==> src/rtl/im_loader.sv <==
// im_loader: boot-time instruction memory writer.
// Consumes a framed byte stream (16-bit big-endian word count, 4*N data
// bytes MSB first, 8-bit additive checksum), writes each assembled word to the
// instruction RAM from address 0 upward, and releases the CPU only after a
// complete image with a matching checksum has been loaded.
module im_loader #(
  parameter int ADDR_W = 11,
  parameter int DEPTH  = 2048
) (
  input  logic              clk,
  input  logic              reset,
  input  logic              start,
  input  logic [7:0]        rx_data,
  input  logic              rx_valid,
  output logic              rx_ready,
  output logic [3:0]        im_wea,
  output logic [ADDR_W-1:0] im_addra,
  output logic [31:0]       im_dina,
  output logic              cpu_hold,
  output logic              busy,
  output logic              done,
  output logic              error,
  output logic [ADDR_W:0]   words_loaded
);

  localparam logic [2:0] S_IDLE   = 3'd0;
  localparam logic [2:0] S_LEN_HI = 3'd1;
  localparam logic [2:0] S_LEN_LO = 3'd2;
  localparam logic [2:0] S_DATA   = 3'd3;
  localparam logic [2:0] S_WRITE  = 3'd4;
  localparam logic [2:0] S_CKSUM  = 3'd5;
  localparam logic [2:0] S_DONE   = 3'd6;
  localparam logic [2:0] S_ERR    = 3'd7;

  localparam logic [16:0] DEPTH_W = 17'(DEPTH);

  logic [2:0]        state;
  logic [7:0]        len_hi;
  logic [15:0]       len;
  logic [7:0]        sum;
  logic [23:0]       word;
  logic [1:0]        byte_cnt;
  logic              accept;
  logic [ADDR_W:0]   words_next;
  logic [16:0]       len_rx;

  // Byte handshake: only the byte-consuming states advertise readiness.
  always_comb begin
    rx_ready   = (state == S_LEN_HI) || (state == S_LEN_LO) ||
                 (state == S_DATA)   || (state == S_CKSUM);
    accept     = rx_ready && rx_valid;
    words_next = words_loaded + 1'b1;
    len_rx     = {1'b0, len_hi, rx_data};
  end

  // Frame parser, RAM write port and status flags. The write port is loaded
  // on the 4th data byte accept so it is presented exactly during WRITE.
  always_ff @(posedge clk or posedge reset) begin
    if (reset) begin
      state        <= S_IDLE;
      len_hi       <= '0;
      len          <= '0;
      sum          <= '0;
      word         <= '0;
      byte_cnt     <= '0;
      im_wea       <= '0;
      im_addra     <= '0;
      im_dina      <= '0;
      cpu_hold     <= 1'b1;
      busy         <= 1'b0;
      done         <= 1'b0;
      error        <= 1'b0;
      words_loaded <= '0;
    end else begin
      im_wea <= '0;
      case (state)
        S_IDLE: begin
          if (start) begin
            done         <= 1'b0;
            error        <= 1'b0;
            words_loaded <= '0;
            busy         <= 1'b1;
            cpu_hold     <= 1'b1;
            sum          <= '0;
            byte_cnt     <= '0;
            state        <= S_LEN_HI;
          end
        end
        S_LEN_HI: begin
          if (accept) begin
            len_hi <= rx_data;
            sum    <= sum + rx_data;
            state  <= S_LEN_LO;
          end
        end
        S_LEN_LO: begin
          if (accept) begin
            len <= {len_hi, rx_data};
            sum <= sum + rx_data;
            if (len_rx > DEPTH_W) begin
              error <= 1'b1;
              busy  <= 1'b0;
              state <= S_ERR;
            end else if (len_rx == '0) begin
              state <= S_CKSUM;
            end else begin
              byte_cnt <= '0;
              state    <= S_DATA;
            end
          end
        end
        S_DATA: begin
          if (accept) begin
            sum      <= sum + rx_data;
            word     <= {word[15:0], rx_data};
            byte_cnt <= byte_cnt + 1'b1;
            if (byte_cnt == 2'd3) begin
              im_wea   <= 4'b1111;
              im_addra <= words_loaded[ADDR_W-1:0];
              im_dina  <= {word, rx_data};
              state    <= S_WRITE;
            end
          end
        end
        S_WRITE: begin
          words_loaded <= words_next;
          byte_cnt     <= '0;
          if (32'(words_next) == 32'(len)) state <= S_CKSUM;
          else                             state <= S_DATA;
        end
        S_CKSUM: begin
          if (accept) begin
            busy <= 1'b0;
            if (rx_data == sum) begin
              done     <= 1'b1;
              cpu_hold <= 1'b0;
              state    <= S_DONE;
            end else begin
              error <= 1'b1;
              state <= S_ERR;
            end
          end
        end
        S_DONE:  state <= S_IDLE;
        S_ERR:   state <= S_IDLE;
        default: state <= S_IDLE;
      endcase
    end
  end

endmodule

==> config.mk <==
export PLATFORM = sky130hd
export DESIGN_NAME = im_loader
export DESIGN_NICKNAME = d
export VERILOG_FILES = /design/src/rtl/im_loader.sv
export SDC_FILE = /design/constraint.sdc
export NUM_CORES = 1
export LEC_CHECK = 0
export BUFFER_PORTS_ARGS = -buffer_cell sky130_fd_sc_hd__buf_4
export CORE_MARGIN = 2
export CORE_UTILIZATION = 48
export DETAILED_ROUTE_END_ITERATION = 10
export PLACE_DENSITY = 0.76
export SKIP_LAST_GASP = 1
export SYNTH_ARGS = -nofsm -noshare
export SYNTH_HDL_FRONTEND = slang
export SYNTH_SLANG_ARGS = --single-unit
==> constraint.sdc <==
create_clock -name clk -period 5.2 [get_ports clk]
set_clock_uncertainty 0.05 [all_clocks]
set_input_delay 0.78 -clock clk [delete_from_list [all_inputs] [get_ports clk]]
set_output_delay 0.78 -clock clk [all_outputs]
set_load 0.01 [all_outputs]
# Word-level counts from Yosys, hierarchy flattened
# Cells that the tools add are included.
word_totals:
  reg_bits: 124
  latchBits: 0
  mem_bits_rw: 0
  romBits: 0
  inputBits: 12
  wordCells: 106
  n_memories: 0
classes:
  add_sub_neg: 3
  multipliers: 0
  div: 0
  order_cmp: 1
  eq_ne: 22
  n_shift: 0
  n_mux: 42
  bitwise: 0
  n_reduce_logical: 24
ops:
  columns: ["operator", "count"]
  rows:
  - ["$mux 3", 9]
  - ["$pmux 12 s2", 1]
  - ["$pmux 3 s7", 1]
  - ["$reduce_and 6->1", 3]
  - ["$logic_not 17->1", 1]
  - ["$eq 12x16->1", 1]
  - ["$gt 16x12->1 const B", 1]
  - ["$mux 8", 2]
  - ["$ne 2x2->1 const B", 8]
  - ["$pmux 8 s2", 1]
  - ["$mux 1", 14]
  - ["$add 12x1->12 const B", 1]
  - ["$eq 3x3->1 const B", 4]
  - ["$mux 12", 1]
  - ["$mux 4", 3]
  - ["$mux 2", 5]
  - ["$add 8x8->8", 1]
  - ["$eq 8x8->1", 1]
  - ["$ne 2x1->1 const B", 4]
  - ["$pmux 2 s4", 1]
  - ["$reduce_and 2->1", 4]
  - ["$eq 3x2->1 const B", 2]
  - ["$pmux 1 s3", 2]
  - ["$reduce_and 3->1", 2]
  - ["other kinds (14)", 19]

# Longest topological paths before layout
logic_depth:
  ltp_word: 7
  ltp_mapped: 9
  ltp_nobuf: 9

# Least setup slack after synthesis
# Ideal clock, no wire load.
synth_timing:
  path_type: "in2reg"
  start: "input port rx_data[0]"
  end: "register sum[6]"
  setup_time_ps: 122
  arrival_ps: 2217
  required_time_ps: 5028
  slack_ps: 2812
  path_stages: 9
  path_buffers: 0
  cell_sequence: "ha_1 inv_1 fa_1 nor2b_1 o21ai_1 a21boi_0 o21a_1 or3_1 a32o_1"
synth_via:
  elab_chain_len: 3
synth_rtl:
  columns: ["item", "line", "rtl"]
  rows:
  - ["from (decl)", "13", "input logic [7:0] rx_data,"]
  - ["$add 8x8->8", "92, 99, 114", null]
  - ["$mux 8", "90, 97, 113", null]
  - ["$pmux 8 s2", "76", "case (state)"]
  - ["to (signal assigned)", "92", "sum <= sum + rx_data;"]
  - ["to (signal assigned)", "99", "sum <= sum + rx_data;"]
  - ["to (signal assigned)", "114", "sum <= sum + rx_data;"]
  - ["to (decl)", "40", "logic [7:0] sum;"]
# No other way between the ends. The select of a mux whose other input is x is not followed.
# A chain may end at the register's enable or synchronous reset.

# Final worst setup path
layout_timing:
  start: "register words_loaded[0]"
  end: "register state[1]"
layout_via:
  elab_chain_len: 4
layout_rtl:
  columns: ["item", "line", "rtl"]
  rows:
  - ["from (decl)", "23", "output logic [ADDR_W:0] words_loaded"]
  - ["from (signal assigned)", "126", "words_loaded <= words_next;"]
  - ["$add 12x1->12", "52", "words_next = words_loaded + 1'b1;"]
  - ["$eq 12x16->1", "128", "if (32'(words_next) == 32'(len)) state <= S_CKSUM;"]
  - ["$mux 3", "128", null]
  - ["$pmux 3 s7", "76", null]
  - ["to (signal assigned)", "60", "state <= S_IDLE;"]
  - ["to (signal assigned)", "128", null]
  - ["to (signal assigned)", "129", "else state <= S_DATA;"]
  - ["to (decl)", "37", "logic [2:0] state;"]
# No other way between the ends.

==> metrics.txt <==
max-slew violation count 0; Area growth syn-to-layout 20.1%; Post-synth EDFFs 0; chip height 113 um; Lkg Pwr 0.00321 uW; pwr/cell area 530 mW/mm2; Die W 113 um; Detail Route Antenna Nets 0; Vias per Instance 5.61; status finished, final reports clean; worst-path fanout max 11; cts repair resizes 0; fin crit period 2.65 ns; maxcap violations 0; Worst-Margin Slew 1.09 ns; synth unique cells 60; total gr overflow 0; critical path class reg -> reg; maximum vdd ir drop 0.251 mV; drt pass-1 iters 5; initial antenna violation count 0; largest net degree at the start of global routing 83; M3 GR Usage 0.0410; Residual DRC 0; setup tns final 0 ns; Mapped Area 0.00567 mm2; DR WL/cell 17.1 um; GRT met1 Usage 0.265; CP Capture Type register; drt total wl 11900 um; Synth Instances 472; CTS tree built; Placed Instances 665; layout cells sized above 1 0.381; vias post-DR 3908; Root Buffer clkbuf_16; Hold Fails Final Rpt 0; Seq/Total Area, Yosys 0.535; syn nets 494; utilization after layout 0.593; Finish-stage setup viols 0; H-Tree Depth 4; number of global-route vias before repair 3818; fin nets 563; ys flop type dfrtp_1; Syn. warnings 0; CTS Hold Bufs 0; gpl congestion 0.865; Final Cycle Share 0.509; HPWL after DPL 8020 um; Final Instance Count excl. Fillers 697; relative slew slack 0.273; initial drt markers 289; maximum root-to-sink buffer count 2; post-synth top area cell dfrtp_1; CORE AREA 0.0115 mm2; synth top area cells dfrtp_1 (53%), mux2_2 (17%), o21ai_0 (3.0%), nand2_1 (2.2%), ha_1 (2.0%); All-Layer GR Usage 0.195; row count 39; clk_lat worst skew 0.42 ns; met2 GRT Util 0.300; Initial Util 0.494; Max Fclk 378 MHz; Mean Syn Cell Area 12.0 um2; RSZ-0062 raised after global routing false; startpoint types register; Clk pin slew, worst setup/hold paths 0.05 ns; post-synthesis register bit count 121; Async S/R FF share, synth 1.00; busiest grt layer met2; Crit path required time 5.43 ns; Ports 76; Worst EP arrival 2.87 ns; buffer count from post-CTS setup fixing 0; diodes inserted 0; CTS buffer count 17; hold crit path type reg -> reg; FILL cells 915; global-route wire length before repair 19400 um; post-synth top area share 0.530; CTS Sinks 121; Die Area 0.0127 mm2; Buffers on Ports 75
## final timing paths
kind	from	depth (start not counted)	end	slack, ns
worst min-delay path	cpu_hold$_DFFE_PP1P_	2	cpu_hold$_DFFE_PP1P_	0.44
worst max register to register	words_loaded[0]$_DFFE_PP0P_	7	state[1]$_DFFE_PP0P_	2.55
max in group asynchronous	reset	3	cpu_hold$_DFFE_PP1P_	3.42
worst min register to register	cpu_hold$_DFFE_PP1P_	2	cpu_hold$_DFFE_PP1P_	0.44
min in group asynchronous	reset	2	im_addra[3]$_DFFE_PP0P_	0.55
worst max-delay path	words_loaded[0]$_DFFE_PP0P_	7	state[1]$_DFFE_PP0P_	2.55
## layer usage
metal | part of all wire | wire [um]
met3 | 0.046 | 544
met2 | 0.50 | 5930
met1 | 0.44 | 5250
met5 | 0 | 0
met4 | 0.018 | 221
## registers in the layout (all words and copies together), names as in the netlist
name / cells
busy: 1
byte_cnt: 2
cpu_hold: 1
done: 1
error: 1
im_addra: 11
im_dina: 32
im_wea: 1
len: 16
len_hi: 8
state: 3
sum: 8
word: 24
words_loaded: 12
## cells in the final DEF (no fill, tap or decap), types with 3 or more instances in the layout
master        n
dfrtp_1     120
xor2_1       10
nor2b_1       3
nor2_1       23
nand4_1       3
inv_1        11
xnor2_1      11
o21a_1        3
clkinvlp_4    4
or3_1         3
nand2_1      33
a21o_1        5
ha_1          9
o31ai_1       3
a21oi_1       6
nand2b_1      5
inv_6         7
nor4_1        6
buf_4        77
nand3_1      10
nor3b_1       3
o21ai_0      34
and2_1        3
mux2_2       88
nor3_1        9
clkbuf_16    17
## kinds of logic after synthesis
family | synth area share
AOI/OAI and AO/OA | 0.0839
xor gates and xnor gates | 0.0325
adders and majority gates | 0.0234
buffers and inverters | 0.0364
DFF | 0.535
muxes | 0.178
and+or+nand+nor | 0.111
## report_power, final
group          internal (uW)  total (uW)  switching [uW]
sequential              1250        1500             253
combinational            551        1040             489
clock                    619        1070             452
total                   2420        3610            1190
## synth_stat cells, types with 8 or more instances
library cell,instances
mux2_2,88
o21ai_0,34
xor2_1,10
nor3_1,9
nand3_1,10
dfrtp_1,120
ha_1,9
nand2_1,33
buf_2,9
inv_1,12
xnor2_1,11
clkbuf_1,8
nor2_1,23
## final cells by class
class / instances / area [um2] / area share
Tap cell: 143 / 179 / 0.0263
Inverter: 12 / 47.5 / 0.00699
Sequential cell: 121 / 3030 / 0.445
Clock inverter: 14 / 113 / 0.0165
Clock buffer: 18 / 429 / 0.0631
Multi-Input combinational cell: 312 / 2430 / 0.357
Timing Repair Buffer: 77 / 578 / 0.0849
## stage by stage
| stage | area (um2) | hold slack [ns] | worst slack [ns] | total power (uW) |
|---|---|---|---|---|
| global route | 6810 | 0.450 | 2.40 | 3820 |
| finish | 6810 | 0.437 | 2.55 | 3610 |
| detailed placement | 6260 | 0.427 | 2.34 | 2550 |
| floorplan | 5670 | 0.403 | 1.16 | 2220 |
| global placement | 6260 | 0.420 | 2.41 | 2490 |
| CTS | 6810 | 0.439 | 2.56 | 3630 |
## worst max-delay path, cell delays in order (launching register included)
cell and delay (ns):
dfrtp_1 0.55, ha_1 0.39, and3_2 0.29, nand3_1 0.24
nor4b_2 0.38, nor3_1 0.10, nor4b_2 0.37, o211ai_1 0.13
(Power assumes the default switching activity.)
